--- src/rtl/uart_pkg.sv ---
// rtl/uart_pkg.sv - shared UART definitions (data word, receiver states, divider floor)
// Imported by the transmitter and the receiver so both agree on word width.
package uart_pkg;

  localparam int UART_DATA_BITS    = 8;
  localparam int UART_MIN_BAUD_DIV = 4;

  typedef logic [UART_DATA_BITS-1:0] uart_data_t;

  typedef enum logic [2:0] {
    ST_IDLE,
    ST_START,
    ST_DATA,
    ST_PARITY,
    ST_STOP
  } uart_rx_state_e;

  // Expected parity bit for a word: XOR of the data, inverted for odd parity.
  function automatic logic uart_parity(input uart_data_t d, input logic odd);
    return (^d) ^ odd;
  endfunction

endpackage

--- src/rtl/uart_rx_sync.sv ---
// rtl/uart_rx_sync.sv - two-flop synchronizer for the serial line, resets to idle-high
module uart_rx_sync (
  input  logic clk,
  input  logic rst_n,
  input  logic d,
  output logic q
);

  logic meta;

  always_ff @(posedge clk or negedge rst_n) begin
    if (!rst_n) begin
      meta <= 1'b1;
      q    <= 1'b1;
    end else begin
      meta <= d;
      q    <= meta;
    end
  end

endmodule

--- src/rtl/uart_rx.sv ---
// rtl/uart_rx.sv - UART serial receiver with valid/ack handshake and error flags
// Optional parity state and ports enabled by defining UART_RX_PARITY_EN.
module uart_rx
  import uart_pkg::*;
#(
  parameter int DATA_BITS = 8,
  parameter int DIV_W     = 16
) (
  input  logic                 clk,
  input  logic                 rst_n,
  input  logic                 rx,
  input  logic [DIV_W-1:0]     baud_div,
  output logic [DATA_BITS-1:0] rx_data,
  output logic                 rx_valid,
  input  logic                 rx_ack,
  output logic                 framing_err,
  output logic                 overrun,
`ifdef UART_RX_PARITY_EN
  input  logic                 parity_odd,
  output logic                 parity_err,
`endif
  output logic                 busy
);

  localparam int              IDX_W    = (DATA_BITS > 1) ? $clog2(DATA_BITS) : 1;
  localparam logic [IDX_W-1:0] IDX_LAST = IDX_W'(DATA_BITS - 1);
  localparam logic [DIV_W-1:0] DIV_MIN  = DIV_W'(UART_MIN_BAUD_DIV);
  localparam logic [DIV_W-1:0] ONE      = DIV_W'(1);

  if (DATA_BITS != $bits(uart_data_t)) begin : g_width_check
    $error("uart_rx: DATA_BITS must match uart_data_t");
  end

  uart_rx_state_e       state;
  logic                 rx_s;
  logic [DIV_W-1:0]     cnt;
  logic [DIV_W-1:0]     div_q;
  logic [IDX_W-1:0]     idx;
  uart_data_t           shift_q;
  logic                 stop_q;
  logic                 done;
  logic                 armed;
  logic                 bit_evt;
  logic                 half_evt;
  logic                 ack_hit;
  logic                 drop;
`ifdef UART_RX_PARITY_EN
  logic                 par_q;
`endif

  uart_rx_sync u_sync (
    .clk   (clk),
    .rst_n (rst_n),
    .d     (rx),
    .q     (rx_s)
  );

  assign bit_evt  = (cnt == div_q - ONE);
  assign half_evt = (cnt == (div_q >> 1) - ONE);
  assign ack_hit  = rx_valid & rx_ack;
  // A completion is dropped only if the old word is still unread after this edge.
  assign drop     = rx_valid & ~rx_ack;

  // Frame FSM, bit timer and shift register. armed blocks a held-low line
  // from retriggering until it has been seen high again.
  always_ff @(posedge clk or negedge rst_n) begin
    if (!rst_n) begin
      state   <= ST_IDLE;
      cnt     <= '0;
      div_q   <= '0;
      idx     <= '0;
      shift_q <= '0;
      stop_q  <= 1'b1;
      done    <= 1'b0;
      armed   <= 1'b1;
      busy    <= 1'b0;
`ifdef UART_RX_PARITY_EN
      par_q   <= 1'b0;
`endif
    end else begin
      cnt  <= cnt + ONE;
      done <= 1'b0;
      case (state)
        ST_IDLE: begin
          cnt <= '0;
          if (rx_s) begin
            armed <= 1'b1;
          end else if (armed) begin
            state <= ST_START;
            div_q <= (baud_div < DIV_MIN) ? DIV_MIN : baud_div;
            busy  <= 1'b1;
          end
        end
        ST_START: begin
          if (half_evt) begin
            cnt <= '0;
            idx <= '0;
            if (!rx_s) begin
              state <= ST_DATA;
            end else begin
              state <= ST_IDLE;
              busy  <= 1'b0;
            end
          end
        end
        ST_DATA: begin
          if (bit_evt) begin
            cnt          <= '0;
            shift_q[idx] <= rx_s;
            idx          <= idx + 1'b1;
            if (idx == IDX_LAST) begin
`ifdef UART_RX_PARITY_EN
              state <= ST_PARITY;
`else
              state <= ST_STOP;
`endif
            end
          end
        end
`ifdef UART_RX_PARITY_EN
        ST_PARITY: begin
          if (bit_evt) begin
            cnt   <= '0;
            par_q <= rx_s;
            state <= ST_STOP;
          end
        end
`endif
        ST_STOP: begin
          if (bit_evt) begin
            cnt    <= '0;
            stop_q <= rx_s;
            armed  <= rx_s;
            done   <= 1'b1;
            state  <= ST_IDLE;
            busy   <= 1'b0;
          end
        end
        default: begin
          state <= ST_IDLE;
          cnt   <= '0;
          busy  <= 1'b0;
        end
      endcase
    end
  end

  // Host-facing word register and handshake.
  always_ff @(posedge clk or negedge rst_n) begin
    if (!rst_n) begin
      rx_data     <= '0;
      rx_valid    <= 1'b0;
      framing_err <= 1'b0;
      overrun     <= 1'b0;
`ifdef UART_RX_PARITY_EN
      parity_err  <= 1'b0;
`endif
    end else begin
      if (done && drop) begin
        overrun <= 1'b1;
      end else if (ack_hit) begin
        overrun <= 1'b0;
      end

      if (done && !drop) begin
        rx_data     <= shift_q;
        framing_err <= ~stop_q;
        rx_valid    <= 1'b1;
`ifdef UART_RX_PARITY_EN
        parity_err  <= par_q ^ uart_parity(shift_q, parity_odd);
`endif
      end else if (ack_hit) begin
        rx_valid <= 1'b0;
      end
    end
  end

endmodule

--- config.mk ---
export PLATFORM = sky130hd
export DESIGN_NAME = uart_rx
export DESIGN_NICKNAME = d
export VERILOG_FILES = /design/src/rtl/uart_pkg.sv /design/src/rtl/uart_rx_sync.sv /design/src/rtl/uart_rx.sv
export SDC_FILE = /design/constraint.sdc
export NUM_CORES = 1
export LEC_CHECK = 0
export ABC_AREA = 1
export BUFFER_PORTS_ARGS = -buffer_cell sky130_fd_sc_hd__buf_4
export CAP_MARGIN = 40
export CORE_ASPECT_RATIO = 0.6
export CORE_MARGIN = 2
export CORE_UTILIZATION = 35
export DETAILED_ROUTE_END_ITERATION = 6
export SYNTH_ARGS = -nofsm -noshare
export SYNTH_HDL_FRONTEND = slang
export SYNTH_SLANG_ARGS = --single-unit
--- constraint.sdc ---
create_clock -name clk -period 2.29 [get_ports clk]
set_input_delay 0.458 -clock clk [delete_from_list [all_inputs] [get_ports clk]]
set_output_delay 0.458 -clock clk [all_outputs]
set_load 0.02 [all_outputs]
## Word-level counts from Yosys, hierarchy flattened

Index checks and enable logic that the tools add are counted.

| storage, ports and cells | value |
|---|---|
| input port bits | 20 |
| register bits after elaboration | 63 |
| logic and storage cells | 91 |

| cells by class | value |
|---|---|
| mux-type cells | 32 |
| equality and inequality tests | 14 |
| bitwise gates (word level) | 6 |
| add/sub/neg operators | 4 |
| reductions and logical operators | 17 |
| magnitude comparators | 3 |

Operators by type and width:

| cell | count |
|---|---|
| $mux W16 | 3 |
| $eq A16 B16 Y1 | 2 |
| $pmux W16 S2 | 1 |
| $mux W3 | 8 |
| $add A16 B1 Y16 const B | 1 |
| $lt A16 B3 Y1 const B | 1 |
| $sub A15 B1 Y16 const B | 1 |
| $sub A16 B1 Y16 const B | 1 |
| $mux W1 | 13 |
| $ne A2 B2 Y1 const B | 6 |
| $pmux W3 S4 | 1 |
| $reduce_and A6 Y1 | 2 |
| $reduce_and A3 Y1 | 3 |
| $bwmux W8 | 1 |
| $reduce_bool A2 Y1 | 4 |
| $eq A3 B3 Y1 const B | 2 |
| $pmux W3 S2 | 1 |
| $lt A3 B4 Y1 const B | 1 |
| $ne A2 B1 Y1 const B | 2 |
| $not A1 Y1 | 4 |
| $pmux W1 S4 | 1 |
| $reduce_and A2 Y1 | 2 |
| $add A3 B1 Y3 const B | 1 |
| $demux W1 S3 | 1 |
| other kinds (10) | 13 |

## Depth between registers and ports, before layout

Gate-level depths: netlist (run 1).

| depth | value |
|---|---|
| depth in word-level cells | 5 |
| mapped depth | 18 |
| depth with buffers taken out | 18 |

## By module

From an unflattened synthesis (run 1), not the netlist that was laid out.

| second synthesis, totals | value |
|---|---|
| cell total of the unflattened synthesis | 616 |
| area total of the unflattened synthesis | 4344.2 µm² |

Modules (own cells, without submodules):

| module | area an instance (µm²) | times used | cells an instance |
|---|---|---|---|
| uart_rx | 4291.6 | 1 | 614 |
| uart_rx_sync | 52.6 | 1 | 2 |

## Least setup slack after synthesis (run 1)

Ideal clock, no wire load.

| timing | value |
|---|---|
| kind | register to register |
| from | register div_q[1] |
| to | register idx[2] |
| setup slack | 209 ps |
| clock period less this slack | 2081 ps |
| stages on the path, launching flop included | 16 |
| buffers on the path | 0 |
| arrival | 1964 ps |
| path through | dfrtp_1 -> inv_1 -> ha_1 -> nand2_2 -> nor2_4 -> nand2_1 -> nand2_1 -> nand2_1 -> nor2_1 -> nand2_1 -> nor2_4 -> nand3_4 -> o21ai_2 -> nand2_2 -> nand2_1 -> nand2_1 |

| between the ends | value |
|---|---|
| word-level cells in the longest chain between the ends | 4 |
| elaborated cells on any way between the ends | 7 |
| those cells by class | 2 x add/sub; 4 x eq/ne; 1 x reduce/logical |

Ends and longest elaborated chain:

| element | line | RTL |
|---|---|---|
| start, declared | uart_rx.sv:37 | `logic [DIV_W-1:0] div_q;` |
| start signal, assigned | uart_rx.sv:90 | `div_q <= (baud_div < DIV_MIN) ? DIV_MIN : baud_div;` |
| $sub A16 B1 Y16 or $sub A15 B1 Y16 (tied branches) | uart_rx.sv:58, uart_rx.sv:59 |  |
| $eq A16 B16 Y1 (on tied branches) | uart_rx.sv:58, uart_rx.sv:59 |  |
| $ne A2 B2 Y1 (no line) | -- |  |
| $reduce_and A3 Y1 (no line) * | -- |  |
| end signal, assigned | uart_rx.sv:110 | `idx <= idx + 1'b1;` |
| end, declared | uart_rx.sv:38 | `logic [IDX_W-1:0] idx;` |

Mark *: on every way between the ends. The rest lies on a longest branch, timed or not.
A chain may end at the register's enable or synchronous reset.

## Worst setup path after layout (run 1)

| timing | value |
|---|---|
| from | register div_q[1] |
| to | register cnt[7] |

| between the ends | value |
|---|---|
| word-level cells in the longest chain between the ends | 4 |
| elaborated cells on any way between the ends | 7 |
| those cells by class | 2 x add/sub; 2 x eq/ne; 3 x mux |

Ends and longest elaborated chain:

| element | line | RTL |
|---|---|---|
| $sub A16 B1 Y16 or $sub A15 B1 Y16 (tied branches) | uart_rx.sv:58, uart_rx.sv:59 |  |
| $eq A16 B16 Y1 (on tied branches) | uart_rx.sv:58, uart_rx.sv:59 |  |
| $mux W16 (on tied branches) | uart_rx.sv:107, uart_rx.sv:130, uart_rx.sv:95 |  |
| $pmux W16 S2 * | uart_rx.sv:83 | `case (state)` |
| end signal, assigned | uart_rx.sv:81 | `cnt <= cnt + ONE;` |
| end, declared | uart_rx.sv:36 | `logic [DIV_W-1:0] cnt;` |

Marks and branches as above.

==> results of run 1 <==
[state kept, by name (all words and copies together) (netlist names), 3 cells and up]
name,cells
shift_q,8
idx,3
div_q,16
cnt,16
rx_data,8
state,3
[worst paths after layout]
path,cells after the start,to,from
setup / recovery,15,cnt[7]$_DFF_PN0_,div_q[1]$_DFFE_PN0P_
hold / removal,1,div_q[5]$_DFFE_PN0P_,rst_n
setup reg to reg,15,cnt[7]$_DFF_PN0_,div_q[1]$_DFFE_PN0P_
hold reg to reg,0,u_sync.q$_DFF_PN1_,u_sync.meta$_DFF_PN1_
max in group asynchronous,1,div_q[9]$_DFFE_PN0P_,rst_n
min in group clk,1,u_sync.meta$_DFF_PN1_,rx
[power breakdown]
| part | leakage [uW] | internal [uW] | switching, uW |
|---|---|---|---|
| combinational | 0.00185 | 1320 | 2250 |
| clock | 0.000157 | 979 | 495 |
| sequential | 0.000825 | 1310 | 340 |
| total | 0.00283 | 3610 | 3090 |
[stage by stage]
step           hold WS (ps)  std cells  area (sq um)  TNS (ps)  total power, uW
2_1_floorplan           162        652          4480         0             3620
3_3_place_gp            347        860          5050     -36.6             4590
3_5_place_dp            347        860          5050      -107             4620
4_1_cts                 215        876          5380         0             6140
5_1_grt                 220        885          5690      -665             7140
6_report                224        885          5690         0             6690
[routing by layer]
| layer | wire length [um] | vias up | GRT usage, % |
|---|---|---|---|
| met5 | 0 | - | 0 |
| li1 | - | 2163 | - |
| met3 | 1330 | 20 | 6.28 |
| met2 | 5260 | 176 | 25.6 |
| met4 | 209 | 0 | 6.21 |
| met1 | 7000 | 2138 | 32.6 |
[timing repair]
item | 4_1_cts | 5_1_grt
resized for setup | 3 | 58
pin swaps | 3 | 26
endpoints found under the hold margin | 0 | 0
endpoints found under the setup margin | 12 | 34
buffers inserted | 0 | 9
[cell usage after synthesis (2+ instances only)]
library cell / instances / area, sq um
dfrtp_1: 59 / 1480
nand2_4: 2 / 22.5
nand3_1: 58 / 290
nand4_1: 11 / 68.8
nor4_1: 3 / 18.8
inv_2: 11 / 41.3
inv_1: 80 / 300
dfstp_2: 4 / 105
nand3b_1: 7 / 52.6
mux2_2: 4 / 45.0
nand2_1: 207 / 777
nor2_1: 54 / 203
o21ai_0: 27 / 135
o21ai_1: 6 / 30.0
clkbuf_1: 4 / 15.0
o21bai_1: 2 / 15.0
buf_4: 2 / 15.0
a21oi_1: 13 / 65.1
nor2_2: 16 / 100
buf_2: 5 / 25.0
xnor2_1: 10 / 87.6
and3_1: 2 / 12.5
nor2_4: 11 / 124
nand2_2: 14 / 87.6
o21ai_2: 2 / 17.5
nor3_1: 2 / 10.0
ha_1: 5 / 62.6
nor3b_1: 3 / 22.5
xor2_1: 16 / 140
[cells by family (layout without fill, tap and decap cells)]
family / count (synthesis) / count (layout) / share of synthesized area [%]
AO/OA/AOI/OAI: 54 / 54 / 6.54
XOR/XNOR: 27 / 27 / 5.45
adder cells (fa/ha/maj): 5 / 5 / 1.40
buffers and inverters: 105 / 173 / 9.17
flip-flops: 63 / 63 / 35.3
multiplexers: 4 / 4 / 1.01
AND/OR/NAND/NOR: 394 / 394 / 41.1
[critical path: stages, from the launching register on]
cell and delay (ps):
dfrtp_1 380, inv_2 120, ha_4 160, buf_4 120
nand2_2 100, nor2_4 170, inv_2 50, nand2_1 120
nand2_1 80, nor2_1 80, nand2_1 90, nor2_4 120
nand3_4 130, nand2_4 130, nand2_2 90, nor3b_1 150
[final cells by class]
| class | count | area [sq um] |
|---|---|---|
| Tap cell | 165 | 206 |
| Multi-Input combinational cell | 484 | 2730 |
| Inverter | 93 | 352 |
| Sequential cell | 63 | 1590 |
| Timing Repair Buffer | 64 | 500 |
| Clock inverter | 4 | 70.1 |
| Clock buffer | 12 | 246 |
| Fill cell | 1227 | 6570 |
==> flow_summary.yaml, run 1 <==
grt:
  track_usage_pct: 20.6
  grt_pass1_wl_um: 21500
  grt_overflow: 0
  grt_max_degree: 64
  grt_pass1_vias: 4128
  antenna_found_initial: 0
route:
  via_count: 4497
  drc: 0
  wirelength_um: 13800
  drt-initial-drc-count: 456
  ant_nets: 0
  vias_per_cell: 5.08
  drt_pass1_iterations: 5
  wire_per_inst_um: 15.6
clock_tree:
  cts_root_buf: "clkbuf_16"
  path_clk_slew_ps: 60
  cts_buffers: 9
  insertion_delay_ps: 330
  cts_tree: "built"
  cts-htree-levels: 3
  cts-hold-fix-buffers: 0
  clock-sinks: 63
  clock_path_buffers: 2
final_layout:
  num_antenna_cells: 0
  final_cell_mix: "nand2_1, inv_1, buf_4"
  area_growth_pct: 27.1
  layout_commonest_cell: "nand2_1"
  drive_above_1_share_pct: 25.4
  finish.net_count: 740
  final_util_pct: 46.4
critical_path:
  critPathCaptureType: "register"
  cp-start-kind: "register"
  r2r_slack_ps: 60
  cp_max_fo: 5
  crit_type: "reg -> reg"
  cp.required_ps: 2510
  cp.arrival_ps: 2450
placed_design:
  place_congestion: 1.06
  dp_slack_ps: -25.7
  portBuffers: 31
  dpl.hpwl_um: 10600
synth:
  avgSynthCellArea_sq_um: 6.86
  synth-async-reset-ratio_pct: 100
  yosys_warnings: 0
  netlist_area_sq_mm: 0.00448
  synth_nets: 677
  synth_cell_types: 41
  yosysSeqAreaShare_pct: 35.3
  synth_cells: 652
  synth_edf_count: 0
  ys_seq_elements: 63
  synthFlopType: "dfrtp_1"
floorplan:
  rows: 31
  ios: 32
  core_region_area_sq_mm: 0.0123
  die_w_um: 150
  die-height_um: 91.6
  initial_core_util_pct: 36.5
  dieArea_sq_mm: 0.0137
sta:
  post-route-period-util_pct: 97.6
  fin_ws_ps: 55.6
  finalHoldViolations: 0
  setup_viol: 0
  rsz0062_at_grt: "yes"
  drv_slew: 0
  fmax_mhz: 448
  skew_ps: 6.14
  post-route-min-period_ps: 2230
  worst_pin_slew_ps: 816
  maxSlewHeadroom_pct: 45.6
hold_path:
  hold_class: "in -> async"
power:
  leakage_uw: 0.00283
  powerDensity_mw_per_mm2: 1180
  ir_drop_mv: 0.512
run_status:
  status: "completed"
job:
  drv_cap: 0
Power figures use the tool's default switching activity.
==> run 2, diff against run 1 <==
--- a/config.mk
+++ b/config.mk
@@ -12,6 +12,7 @@
 export CORE_MARGIN = 2
 export CORE_UTILIZATION = 35
 export DETAILED_ROUTE_END_ITERATION = 6
+export RECOVER_POWER = 50
 export SYNTH_ARGS = -nofsm -noshare
 export SYNTH_HDL_FRONTEND = slang
 export SYNTH_SLANG_ARGS = --single-unit
==> constraint.sdc (replaced) <==
create_clock -name clk -period 2.4 [get_ports clk]
set_input_delay 0.48 -clock clk [delete_from_list [all_inputs] [get_ports clk]]
set_output_delay 0.48 -clock clk [all_outputs]
set_load 0.02 [all_outputs]
==> run 2 against run 1 <==
  * The run now ends with capacitance limit, slew limit left
  * Via count fell by 3.8%
  * Critical path depth rose by 1
  * Critical endpoint is now idx[1]$_DFFE_PN0P_
  * Non-clock buffer count fell by 12
  * Maximum frequency fell by 1.6%
  * Cell count fell by 1.4%
  * Wire length fell by 3.4%
  * Die area did not move
  * Global-route usage fell by 0.14 points
  * Largest cell class unchanged
  * Combinational power fell by 18%
  * Clock skew barely moved
==> flow_summary.yaml, run 2 (synthesized netlist as in run 1, its figures left out) <==
placed_design:
  portBuffers: 31
  dpl.hpwl_um: 10500
  place_congestion: 0.987
  dp.cells: 854
  dp_slack_ps: -6.73
critical_path:
  r2r_slack_ps: 130
  cp.required_ps: 2630
  cp.arrival_ps: 2500
  critPathCaptureType: "register"
  crit_type: "reg -> reg"
  rr_endpoint: "idx[1]$_DFFE_PN0P_"
  cp-start-kind: "register"
  reg2regPathDepth: 16
  r2r_start: "div_q[1]$_DFFE_PN0P_"
  cp_max_fo: 6
grt:
  grt_pass1_vias: 4030
  grt_overflow: 0
  track_usage_pct: 20.4
  grt_pass1_wl_um: 21100
  grt_max_degree: 64
  antenna_found_initial: 0
sta:
  drv_slew: 64
  post-route-min-period_ps: 2270
  hold_ws_ps: 252
  maxSlewHeadroom_pct: -8.46
  fin_ws_ps: 130
  finalHoldViolations: 0
  setup_viol: 0
  post-route-period-util_pct: 94.6
  fmax_mhz: 441
  skew_ps: 6.58
  worst_pin_slew_ps: 1630
final_layout:
  final_cell_mix: "nand2_1, inv_1, nand3_1"
  multi_input_area_sq_mm: 0.00256
  top_regs: "cnt: 16 flops, div_q: 16 flops"
  layout_commonest_cell: "nand2_1"
  area_growth_pct: 20.7
  fillers: 1262
  num_antenna_cells: 0
  drive_above_1_share_pct: 21.8
  finish.net_count: 728
  final_cells: 873
  register_area_sq_mm: 0.00159
power:
  ir_drop_mv: 0.424
  powerDensity_mw_per_mm2: 1070
  leakage_uw: 0.00269
clock_tree:
  cts_root_buf: "clkbuf_16"
  cts-htree-levels: 3
  insertion_delay_ps: 340
  cts_tree: "built"
  cts_buffers: 9
  path_clk_slew_ps: 60
  clock-sinks: 63
  clock_path_buffers: 2
route:
  drt_pass1_iterations: 5
  ant_nets: 0
  wire_per_inst_um: 15.3
  wirelength_um: 13300
  vias_per_cell: 4.96
  drt-initial-drc-count: 377
  drc: 0
  via_count: 4326
hold_path:
  holdPathEnd: "u_sync.meta$_DFF_PN1_"
  hold_start: "rx"
  hold_path_depth: 1
  hold_class: "in -> reg"
job:
  drv_cap: 1
floorplan:
  ios: 32
  core_region_area_sq_mm: 0.0123
  dieArea_sq_mm: 0.0137
  initial_core_util_pct: 36.5
  die-height_um: 91.6
  rows: 31
  die_w_um: 150
run_status:
  violations: "capacitance limit, slew limit"
  status: "finished, violations left"
run 2: changes by cell type in the layout (fill, tap and decap cells not counted), moves of 2 or more:
cell	change
nand2_1	+3
xor2_1	+2
clkbuf_8	+3
nor2_2	+5
buf_6	-2
nand3_2	-4
nand2_4	-2
nor2_1	+4
buf_4	-12
nor2_4	-9
nand3_1	+5
xor2_2	-2
bufinv_16	-2
run 2: metal layers:
layer | wire length, um | vias up | part of all wire, % | track usage (%)
met5 | 0 | - | 0 | 0
met4 | 128 | 0 | 0.96 | 5.03
met3 | 1210 | 11 | 9.0 | 6.23
met2 | 4940 | 139 | 37 | 25.5
met1 | 7060 | 2024 | 53 | 32.8
li1 | - | 2152 | - | -
run 2: final cells by class:
class	instances	share of cell area, %
clock inverter	2	0.232
timing repair buffer	52	7.41
inverter	93	6.48
multi-input combinational	484	47.4
sequential	63	29.4
tap	165	3.82
clock buffer	14	5.26
run 2: worst max-delay path, cell delays in order (launching register included):
cell and delay, ps:
dfrtp_1 400, inv_2 130, ha_4 160, nand2_2 120
inv_2 90, nand2_1 70, nand2_1 70, nand2_1 60
nor2_2 120, buf_4 120, nand2_1 110, nor2_4 120
nand3_4 150, o21ai_4 220, nand2_2 90, nand2_1 70
nand2_1 50
run 2: per-stage QoR:
step | TNS, ps | area [sq um] | total power [uW] | utilization, %
2_1_floorplan | 0 | 4480 | 3460 | -
3_3_place_gp | 0 | 5000 | 4270 | 40.8
3_5_place_dp | -6.73 | 5000 | 4280 | 40.8
4_1_cts | 0 | 5300 | 5590 | 43.3
5_1_grt | -7.02 | 5400 | 6220 | 44.1
6_report | 0 | 5400 | 5800 | 44.1
run 2: worst max-delay path by stage:
stage	start	end	slack (ps)	cells past startpoint
after global routing	div_q[1]$_DFFE_PN0P_	idx[1]$_DFFE_PN0P_	-7	16
after global placement	div_q[1]$_DFFE_PN0P_	cnt[13]$_DFF_PN0_	100	13
after detailed placement	div_q[1]$_DFFE_PN0P_	idx[1]$_DFFE_PN0P_	-7	15
after floorplan	div_q[1]$_DFFE_PN0P_	idx[2]$_DFFE_PN0P_	320	15
after CTS	div_q[1]$_DFFE_PN0P_	idx[1]$_DFFE_PN0P_	60	15
final	div_q[1]$_DFFE_PN0P_	idx[1]$_DFFE_PN0P_	130	16
run 2: what timing repair did:
action	CTS	global route
hold buffers	0	0
gates cloned	0	0
pin swaps	0	4
endpoints found under the setup margin	3	32
gates resized for setup	1	23
buffers inserted	0	3
run 2: report_power, final:
| part | internal [uW] | switching [uW] | total (uW) |
|---|---|---|---|
| clock network | 810 | 473 | 1280 |
| registers | 1250 | 349 | 1600 |
| logic | 1050 | 1870 | 2920 |
